`config.mk`:
```
export PLATFORM = sky130hd
export DESIGN_NAME = voq_reader
export DESIGN_NICKNAME = d
export VERILOG_FILES = /design/src/rtl/voq_reader.sv
export SDC_FILE = /design/constraint.sdc
export NUM_CORES = 1
export LEC_CHECK = 0
export BUFFER_PORTS_ARGS = -buffer_cell sky130_fd_sc_hd__buf_2
export CAP_MARGIN = 20
export CORE_MARGIN = 2
export CORE_UTILIZATION = 44
export CTS_CLUSTER_DIAMETER = 100
export CTS_CLUSTER_SIZE = 12
export DETAILED_ROUTE_END_ITERATION = 12
export PLACE_DENSITY = 0.78
export SLEW_MARGIN = 5
export SYNTH_ARGS = -nofsm -noshare
export SYNTH_HDL_FRONTEND = slang
export SYNTH_SLANG_ARGS = --single-unit
```
`constraint.sdc`:
```
create_clock -name clk -period 3.4 [get_ports clk]
set_clock_uncertainty 0.1 [all_clocks]
set_input_delay 0.34 -clock clk [delete_from_list [all_inputs] [get_ports clk]]
set_output_delay 0.34 -clock clk [all_outputs]
set_load 0.05 [all_outputs]
```
`src/rtl/voq_reader.sv`:
```
// voq_reader: ingress-buffer read side; dequeues a VOQ head, walks its 8-word block chain and streams it.
// Optional statistics counters (stat_pkts, stat_words, stat_err) are built when VOQ_READER_STATS_EN is defined.
module voq_reader #(
  parameter int EGRESS_CNT = 4,
  parameter int ADDR_W     = 13,
  localparam int SEL_W     = $clog2(EGRESS_CNT),
  localparam int BLK_W     = ADDR_W - 3
) (
  input  logic              clk,
  input  logic              reset,
  input  logic              grant_valid,
  input  logic [SEL_W-1:0]  grant_sel,
  output logic              grant_ready,
  output logic              grant_err,
  output logic              voq_dequeue_en,
  output logic [SEL_W-1:0]  voq_dequeue_sel,
  input  logic              voq_is_empty,
  input  logic [ADDR_W-1:0] voq_meta,
  output logic [ADDR_W-1:0] dmem_ra,
  input  logic [31:0]       dmem_q,
  output logic [ADDR_W-1:0] cmu_free_addr,
  input  logic [ADDR_W-1:0] cmu_next_addr,
  output logic              cmu_free_en,
  output logic [31:0]       packet_out,
  output logic              packet_out_en,
  output logic              packet_out_sop,
  output logic              packet_out_eop
`ifdef VOQ_READER_STATS_EN
  ,
  output logic [31:0]       stat_pkts,
  output logic [31:0]       stat_words,
  output logic [15:0]       stat_err
`endif
);

  localparam logic [2:0] ST_IDLE  = 3'd0;
  localparam logic [2:0] ST_DEQ   = 3'd1;
  localparam logic [2:0] ST_LOAD  = 3'd2;
  localparam logic [2:0] ST_READ  = 3'd3;
  localparam logic [2:0] ST_DRAIN = 3'd4;

  logic [2:0]       state_q,   state_d;
  logic [BLK_W-1:0] cur_blk_q, cur_blk_d;
  logic [5:0]       rd_cnt_q,  rd_cnt_d;
  logic [5:0]       len_q,     len_d;
  logic             out_en_q,  out_en_d;
  logic             sop_q,     sop_d;
  logic             eop_q,     eop_d;

  logic [5:0] len_eff;
  logic       last_word;

  // Offset bits of head/next pointers are ignored: blocks always start at offset 0.
  logic unused_low_bits;
  assign unused_low_bits = ^{voq_meta[2:0], cmu_next_addr[2:0]};

  // A header length below one block still reads the whole first block.
  assign len_eff   = (len_q < 6'd8) ? 6'd8 : len_q;
  // Before the header returns len_q is stale, but len_eff-1 >= 7 so the
  // compare cannot fire on the first two reads.
  assign last_word = (rd_cnt_q == (len_eff - 6'd1));

  always_comb begin
    // NOTE: every signal written here gets a default first, so no path leaves one unassigned and no latch is inferred.
    state_d         = state_q;
    cur_blk_d       = cur_blk_q;
    rd_cnt_d        = rd_cnt_q;
    len_d           = len_q;
    out_en_d        = 1'b0;
    sop_d           = 1'b0;
    eop_d           = 1'b0;
    grant_ready     = 1'b0;
    grant_err       = 1'b0;
    voq_dequeue_en  = 1'b0;
    voq_dequeue_sel = '0;
    dmem_ra         = '0;
    cmu_free_addr   = '0;
    cmu_free_en     = 1'b0;

    // Header word is on dmem_q in the cycle its sop is presented.
    if (out_en_q && sop_q) begin
      len_d = dmem_q[26:21];
    end

    case (state_q)
      ST_IDLE: begin
        grant_ready     = 1'b1;
        voq_dequeue_sel = grant_sel;
        if (grant_valid) begin
          if (voq_is_empty) begin
            grant_err = 1'b1;
          end else begin
            voq_dequeue_en = 1'b1;
            state_d        = ST_DEQ;
          end
        end
      end

      ST_DEQ: begin
        cur_blk_d = voq_meta[ADDR_W-1:3];
        rd_cnt_d  = '0;
        state_d   = ST_LOAD;
      end

      ST_LOAD, ST_READ: begin
        dmem_ra       = {cur_blk_q, rd_cnt_q[2:0]};
        cmu_free_addr = {cur_blk_q, 3'b000};
        rd_cnt_d      = rd_cnt_q + 6'd1;
        out_en_d      = 1'b1;
        sop_d         = (state_q == ST_LOAD);
        state_d       = ST_READ;
        if (last_word) begin
          cmu_free_en = 1'b1;
          eop_d       = 1'b1;
          state_d     = ST_DRAIN;
        end else if (rd_cnt_q[2:0] == 3'd7) begin
          cmu_free_en = 1'b1;
          cur_blk_d   = cmu_next_addr[ADDR_W-1:3];
        end
      end

      ST_DRAIN: begin
        state_d = ST_IDLE;
      end

      default: begin
        state_d = ST_IDLE;
      end
    endcase
  end

  // NOTE: sequential state uses non-blocking assignments so every flop samples pre-edge values.
  always_ff @(posedge clk) begin
    if (reset) begin
      state_q   <= ST_IDLE;
      cur_blk_q <= '0;
      rd_cnt_q  <= '0;
      len_q     <= '0;
      out_en_q  <= 1'b0;
      sop_q     <= 1'b0;
      eop_q     <= 1'b0;
    end else begin
      state_q   <= state_d;
      cur_blk_q <= cur_blk_d;
      rd_cnt_q  <= rd_cnt_d;
      len_q     <= len_d;
      out_en_q  <= out_en_d;
      sop_q     <= sop_d;
      eop_q     <= eop_d;
    end
  end

  // dmem_q is already registered by the memory, so data passes straight through.
  assign packet_out     = out_en_q ? dmem_q : 32'd0;
  assign packet_out_en  = out_en_q;
  assign packet_out_sop = sop_q;
  assign packet_out_eop = eop_q;

`ifdef VOQ_READER_STATS_EN
  logic [31:0] stat_pkts_q,  stat_pkts_d;
  logic [31:0] stat_words_q, stat_words_d;
  logic [15:0] stat_err_q,   stat_err_d;

  always_comb begin
    stat_pkts_d  = stat_pkts_q  + {31'd0, (out_en_q & eop_q)};
    stat_words_d = stat_words_q + {31'd0, out_en_q};
    stat_err_d   = stat_err_q   + {15'd0, grant_err};
  end

  always_ff @(posedge clk) begin
    if (reset) begin
      stat_pkts_q  <= '0;
      stat_words_q <= '0;
      stat_err_q   <= '0;
    end else begin
      stat_pkts_q  <= stat_pkts_d;
      stat_words_q <= stat_words_d;
      stat_err_q   <= stat_err_d;
    end
  end

  assign stat_pkts  = stat_pkts_q;
  assign stat_words = stat_words_q;
  assign stat_err   = stat_err_q;
`endif

endmodule
```
=== Word-level counts from Yosys, hierarchy flattened ===
Cells that the tools add are included.

* Equal/unequal tests: 9
* Order comparisons: 1
* Mux-type cells: 25
* Reductions and logical operators: 7
* Add/subtract/negate cells: 2
* Bitwise logic cells: 1

{| class="wikitable"
|+ Operators by type and width
! kind !! number
|-
| 2-to-1 mux 32 bit || 1
|-
| 2-to-1 mux 13 bit || 2
|-
| 2-to-1 mux 10 bit || 2
|-
| case mux 10 bit (2 select lines) || 1
|-
| 2-to-1 mux 1 bit || 12
|-
| case mux 6 bit (2 select lines) || 1
|-
| 2-to-1 mux 3 bit || 3
|-
| case mux 3 bit (3 select lines) || 1
|-
| inequality test 2 bit, second input constant || 4
|-
| adder 6 x 1 -> 6 bit, second input constant || 1
|-
| == test 3 x 2 -> 1 bit, second input constant || 2
|-
| == test 6 bit || 1
|-
| less-than comparator 6 x 4 -> 1 bit, second input constant || 1
|-
| 2-to-1 mux 6 bit || 1
|-
| subtractor 6 x 1 -> 6 bit, second input constant || 1
|-
| OR reduction 2 bit || 2
|-
| == test 3 x 1 -> 1 bit, second input constant || 1
|-
| == test 3 bit, second input constant || 1
|-
| zero test 3 bit || 1
|-
| AND reduction 3 bit || 1
|-
| 2-to-1 mux 2 bit || 1
|-
| AND reduction 2 bit || 1
|-
| nonzero test 2 bit || 1
|-
| logical AND 1 bit || 1
|-
| inverter 1 bit || 1
|}

* Bits of input ports: 64
* Bits in registers: 28

=== Logic depth before layout (Yosys ltp) ===
* Word-level depth: 6
* Depth in mapped cells: 10
* Mapped depth without buffers: 8

=== Worst setup path before layout ===
Ideal clock, no wire load.

* Path kind: reg2out
* Start: reg len_q[3]
* End: out cmu_free_en
* Arrival: 2,605 ps
* Slack: 355 ps
* Required time: 2,960 ps
* Cell stages (with the launch flop): 10
* Cell sequence: dfxtp_1 -> clkbuf_1 -> or3_1 -> nand2_1 -> ha_1 -> xor3_1 -> or4_4 -> and2_4 -> nor4_4 -> o21a_1

* Longest elaborated chain between the ends: 6

{| class="wikitable"
|+ Ends and longest elaborated chain
! item !! RTL line !! source
|-
| start: declaration || 45 || <nowiki>logic [5:0] len_q, len_d;</nowiki>
|-
| start signal: assignment || 146 || <nowiki>len_q <= len_d;</nowiki>
|-
| less-than comparator 6 x 4 -> 1 bit || 58 || <nowiki>assign len_eff = (len_q < 6'd8) ? 6'd8 : len_q;</nowiki>
|-
| 2-to-1 mux 6 bit (*) || 58 ||
|-
| subtractor 6 x 1 -> 6 bit (*) || 61 || <nowiki>assign last_word = (rd_cnt_q == (len_eff - 6'd1));</nowiki>
|-
| == test 6 bit (*) || 61 ||
|-
| 2-to-1 mux 1 bit (*) || 112 || <nowiki>if (last_word) begin</nowiki>
|-
| 2-to-1 mux 1 bit (*) || 85 || <nowiki>case (state_q)</nowiki>
|-
| end: declaration || 23 || <nowiki>output logic cmu_free_en,</nowiki>
|}

Every way passes the cells marked *; elsewhere a longest branch is shown, timed or not.

=== Worst setup path after layout ===
Ends and elaborated chain as after synthesis.

==> flow_summary.json <==
{
  "outcome": "complete, no violations",
  "fin_crit_sh_pct": 95.57,
  "cp.arrival_ns": 2.81,
  "p_per_area_nw_per_um2": 302.8,
  "clock_sinks": 28,
  "synth_cell_type_count": 50,
  "drc": 0,
  "crit_chain": "or3_1, nand2_1, ha_1, xor3_1, or4_4, and2_4, nor4_4, o21a_1, buf_4",
  "p_int_w": 0.0005314,
  "grt_max_degree": 41,
  "period_needed_ns": 3.249,
  "comb_power_share_pct": 34.7,
  "ys.flop_type": "dfxtp_1",
  "async_flop_share_pct": 0,
  "grt_usage_pct": 20.90,
  "syn_area_um2": 2195,
  "ys_warn_count": 0,
  "clkLatencyLatePin_ns": 0.28,
  "nNetsFinal": 457,
  "cp_slowest_cell": "or4_4",
  "cp_slowest_stage_delay_ns": 0.50,
  "place.gp.congestion": 0.7650,
  "clkTransAtPathRegs_ns": 0.09,
  "vias": 2363,
  "io_buffers": 121,
  "synth_edf_count": 0,
  "cts_buffer_depth": 2,
  "p_leak_nw": 1.344,
  "synthCells": 291,
  "rsz0062_at_grt": "false",
  "synth_top_area_cell": "dfxtp_1",
  "max-slew-margin-rel_pct": 41.07,
  "postRouteAntennaNets": 0,
  "r2r_cells": 9,
  "root_buffer": "clkbuf_8",
  "area_growth_pct": 26.63,
  "tns_ns": 0,
  "grt_pass1_wl_mm": 9.059,
  "switchingPower_w": 0.0003102,
  "fmax_mhz": 307.7,
  "drt_iter0_markers": 137,
  "routed_wirelength_mm": 6.028,
  "die_w_um": 74.63,
  "n_antenna_cell": 0,
  "synth_seq_cells": 28,
  "required_ns": 2.96,
  "wl_per_cell_um": 13.25,
  "synth_area_per_cell_um2": 7.542,
  "drt_first_pass_iters": 4,
  "setup_viol": 0,
  "fp-row-count": 25,
  "min_path_cells": 3,
  "hp-class": "primary input to flop",
  "vias_per_cell": 5.193,
  "die_h_um": 74.63,
  "switching_share_pct": 36.85,
  "start_kind": "flop",
  "synth_top_cells_by_area": "dfxtp_1 26%, and2_1 11%, nand2_1 6.2%, a21oi_1 5.0%, buf_4 4.8%",
  "seqPwrFrac_pct": 43.2,
  "synth_commonest_cells": "38 x and2_1, 36 x nand2_1, 28 x dfxtp_1",
  "yosysSeqAreaShare_pct": 25.54,
  "grt_pass1_vias": 2055,
  "place_area_um2": 2728,
  "start_util_pct": 46.16,
  "cts.hold.buffers_added": 0,
  "htree_num_levels": 1,
  "hold_viol": 0,
  "dieArea_um2": 5569,
  "cts_tree": "done",
  "cts_buffers": 3,
  "top_level_ports": 131,
  "worst_slew_pin_slew_ns": 0.8827,
  "irDropWorstVdd_mv": 0.1650,
  "drv_cap": 0,
  "hpwl_mm": 4.645,
  "drive_gt1_share_pct": 38.14,
  "synth.most_common_cell": "and2_1",
  "overflow": 0,
  "coreArea_um2": 4755,
  "synth_top_area_share_pct": 25.54,
  "antenna_found_initial": 0,
  "crit_type": "flop to primary output",
  "drv_slew": 0,
  "endpoint_kind": "primary output",
  "critPathMaxFanout": 13,
  "clkPwrFrac_pct": 22.1,
  "fin_area_um2": 2779
}
## logic make-up (layout without fill, tap and decap cells)
kind of cell             after synthesis  count (layout)  share of synthesized area, %
AO/OA/AOI/OAI                         65              65                         20.87
XOR/XNOR                               6               6                         3.078
adder cells (fa/ha/maj)                3               3                         1.711
buffers and inverters                 48             143                         11.06
flip-flops                            28              28                         25.54
multiplexers                          10              10                         5.074
other                                  1               3                        0.1709
AND/OR/NAND/NOR                      130             130                         32.50
## area by class of cell
class / instances / area (µm²)
Multi-Input combinational cell: 217 / 1399
Timing Repair Buffer: 125 / 638.1
Fill cell: 476 / 1976
Sequential cell: 28 / 560.5
Inverter: 15 / 56.30
Tap cell: 67 / 83.83
Clock buffer: 3 / 41.29
## metrics by stage
step	util [%]	hold slack [ns]	std cells	total power [W]	setup slack, ns
detailed placement	57.37	0.3525	451	0.0006622	0.2675
CTS	58.29	0.2104	454	0.0008443	0.01054
finish	58.45	0.2079	455	0.0008416	0.1506
global placement	57.37	0.3349	451	0.0006571	0.3238
floorplan	-	0.3137	293	0.0005910	0.3551
global route	58.45	0.2212	455	0.0008791	0.01165
## placed cells by master (no fill, tap or decap), drive strengths merged, types with 2 or more instances in the layout
cell type  instances
dfxtp             28
ha                 3
xnor2              4
nand3             12
a2bb2oi            9
conb               3
and2              40
nor2b              2
nor3               3
or2                3
nor3b              2
nand2b             3
nand2             36
buf              125
a22oi              2
o221ai             2
a21oi             24
o31ai              9
o211ai            11
clkbuf             3
nor2              19
inv               15
mux2               9
nor4               3
and3               2
## metal layers
layer  vias to the layer above  GRT usage, %  routed length, µm
met1                      1066         23.76               2446
li1                       1176             -                  -
met4                         0         9.325                134
met2                       112         39.43               3006
met5                         -             0                  0
met3                         9         1.874                441
## sequential cells by signal, indices dropped and copies added (netlist names)
name,flops
packet_out_eop,1
len_q,6
packet_out_en,1
cur_blk_q,10
packet_out_sop,1
state_q,3
rd_cnt_q,6
## critical path, delay by kind of cell (launching register included)
| kind | cells | cell delay [ns] |
|---|---|---|
| buf+inv | 1 | 0.19 |
| compound gates | 1 | 0.15 |
| fa+ha+maj | 1 | 0.21 |
| simple gates | 5 | 1.36 |
| flops | 1 | 0.39 |
| xor+xnor | 1 | 0.23 |
## worst paths after layout
kind,start,end,slack [ns]
min reg2reg,state_q[0],packet_out_sop,0.39
min,dmem_q[23],len_q[2],0.21
max,len_q[3],cmu_free_en,0.15
max reg2reg,len_q[3],cur_blk_q[8],0.71
## power by group through the flow
stage	clock (W)	sequential, W	combinational [W]
2_1_floorplan	0	0.000369	0.000222
3_3_place_gp	0	0.000371	0.000286
3_5_place_dp	0	0.000371	0.000291
4_1_cts	0.000189	0.000364	0.000292
5_1_grt	0.000198	0.000368	0.000313
6_report	0.000186	0.000364	0.000292
## what timing repair did
action | CTS | global route
setup buffers | 0 | 1
setup endpoints to repair | 1 | 1
gates resized for setup | 1 | 0
gates cloned | 0 | 0
pin swaps | 0 | 1
Power figures use the tool's default switching activity.
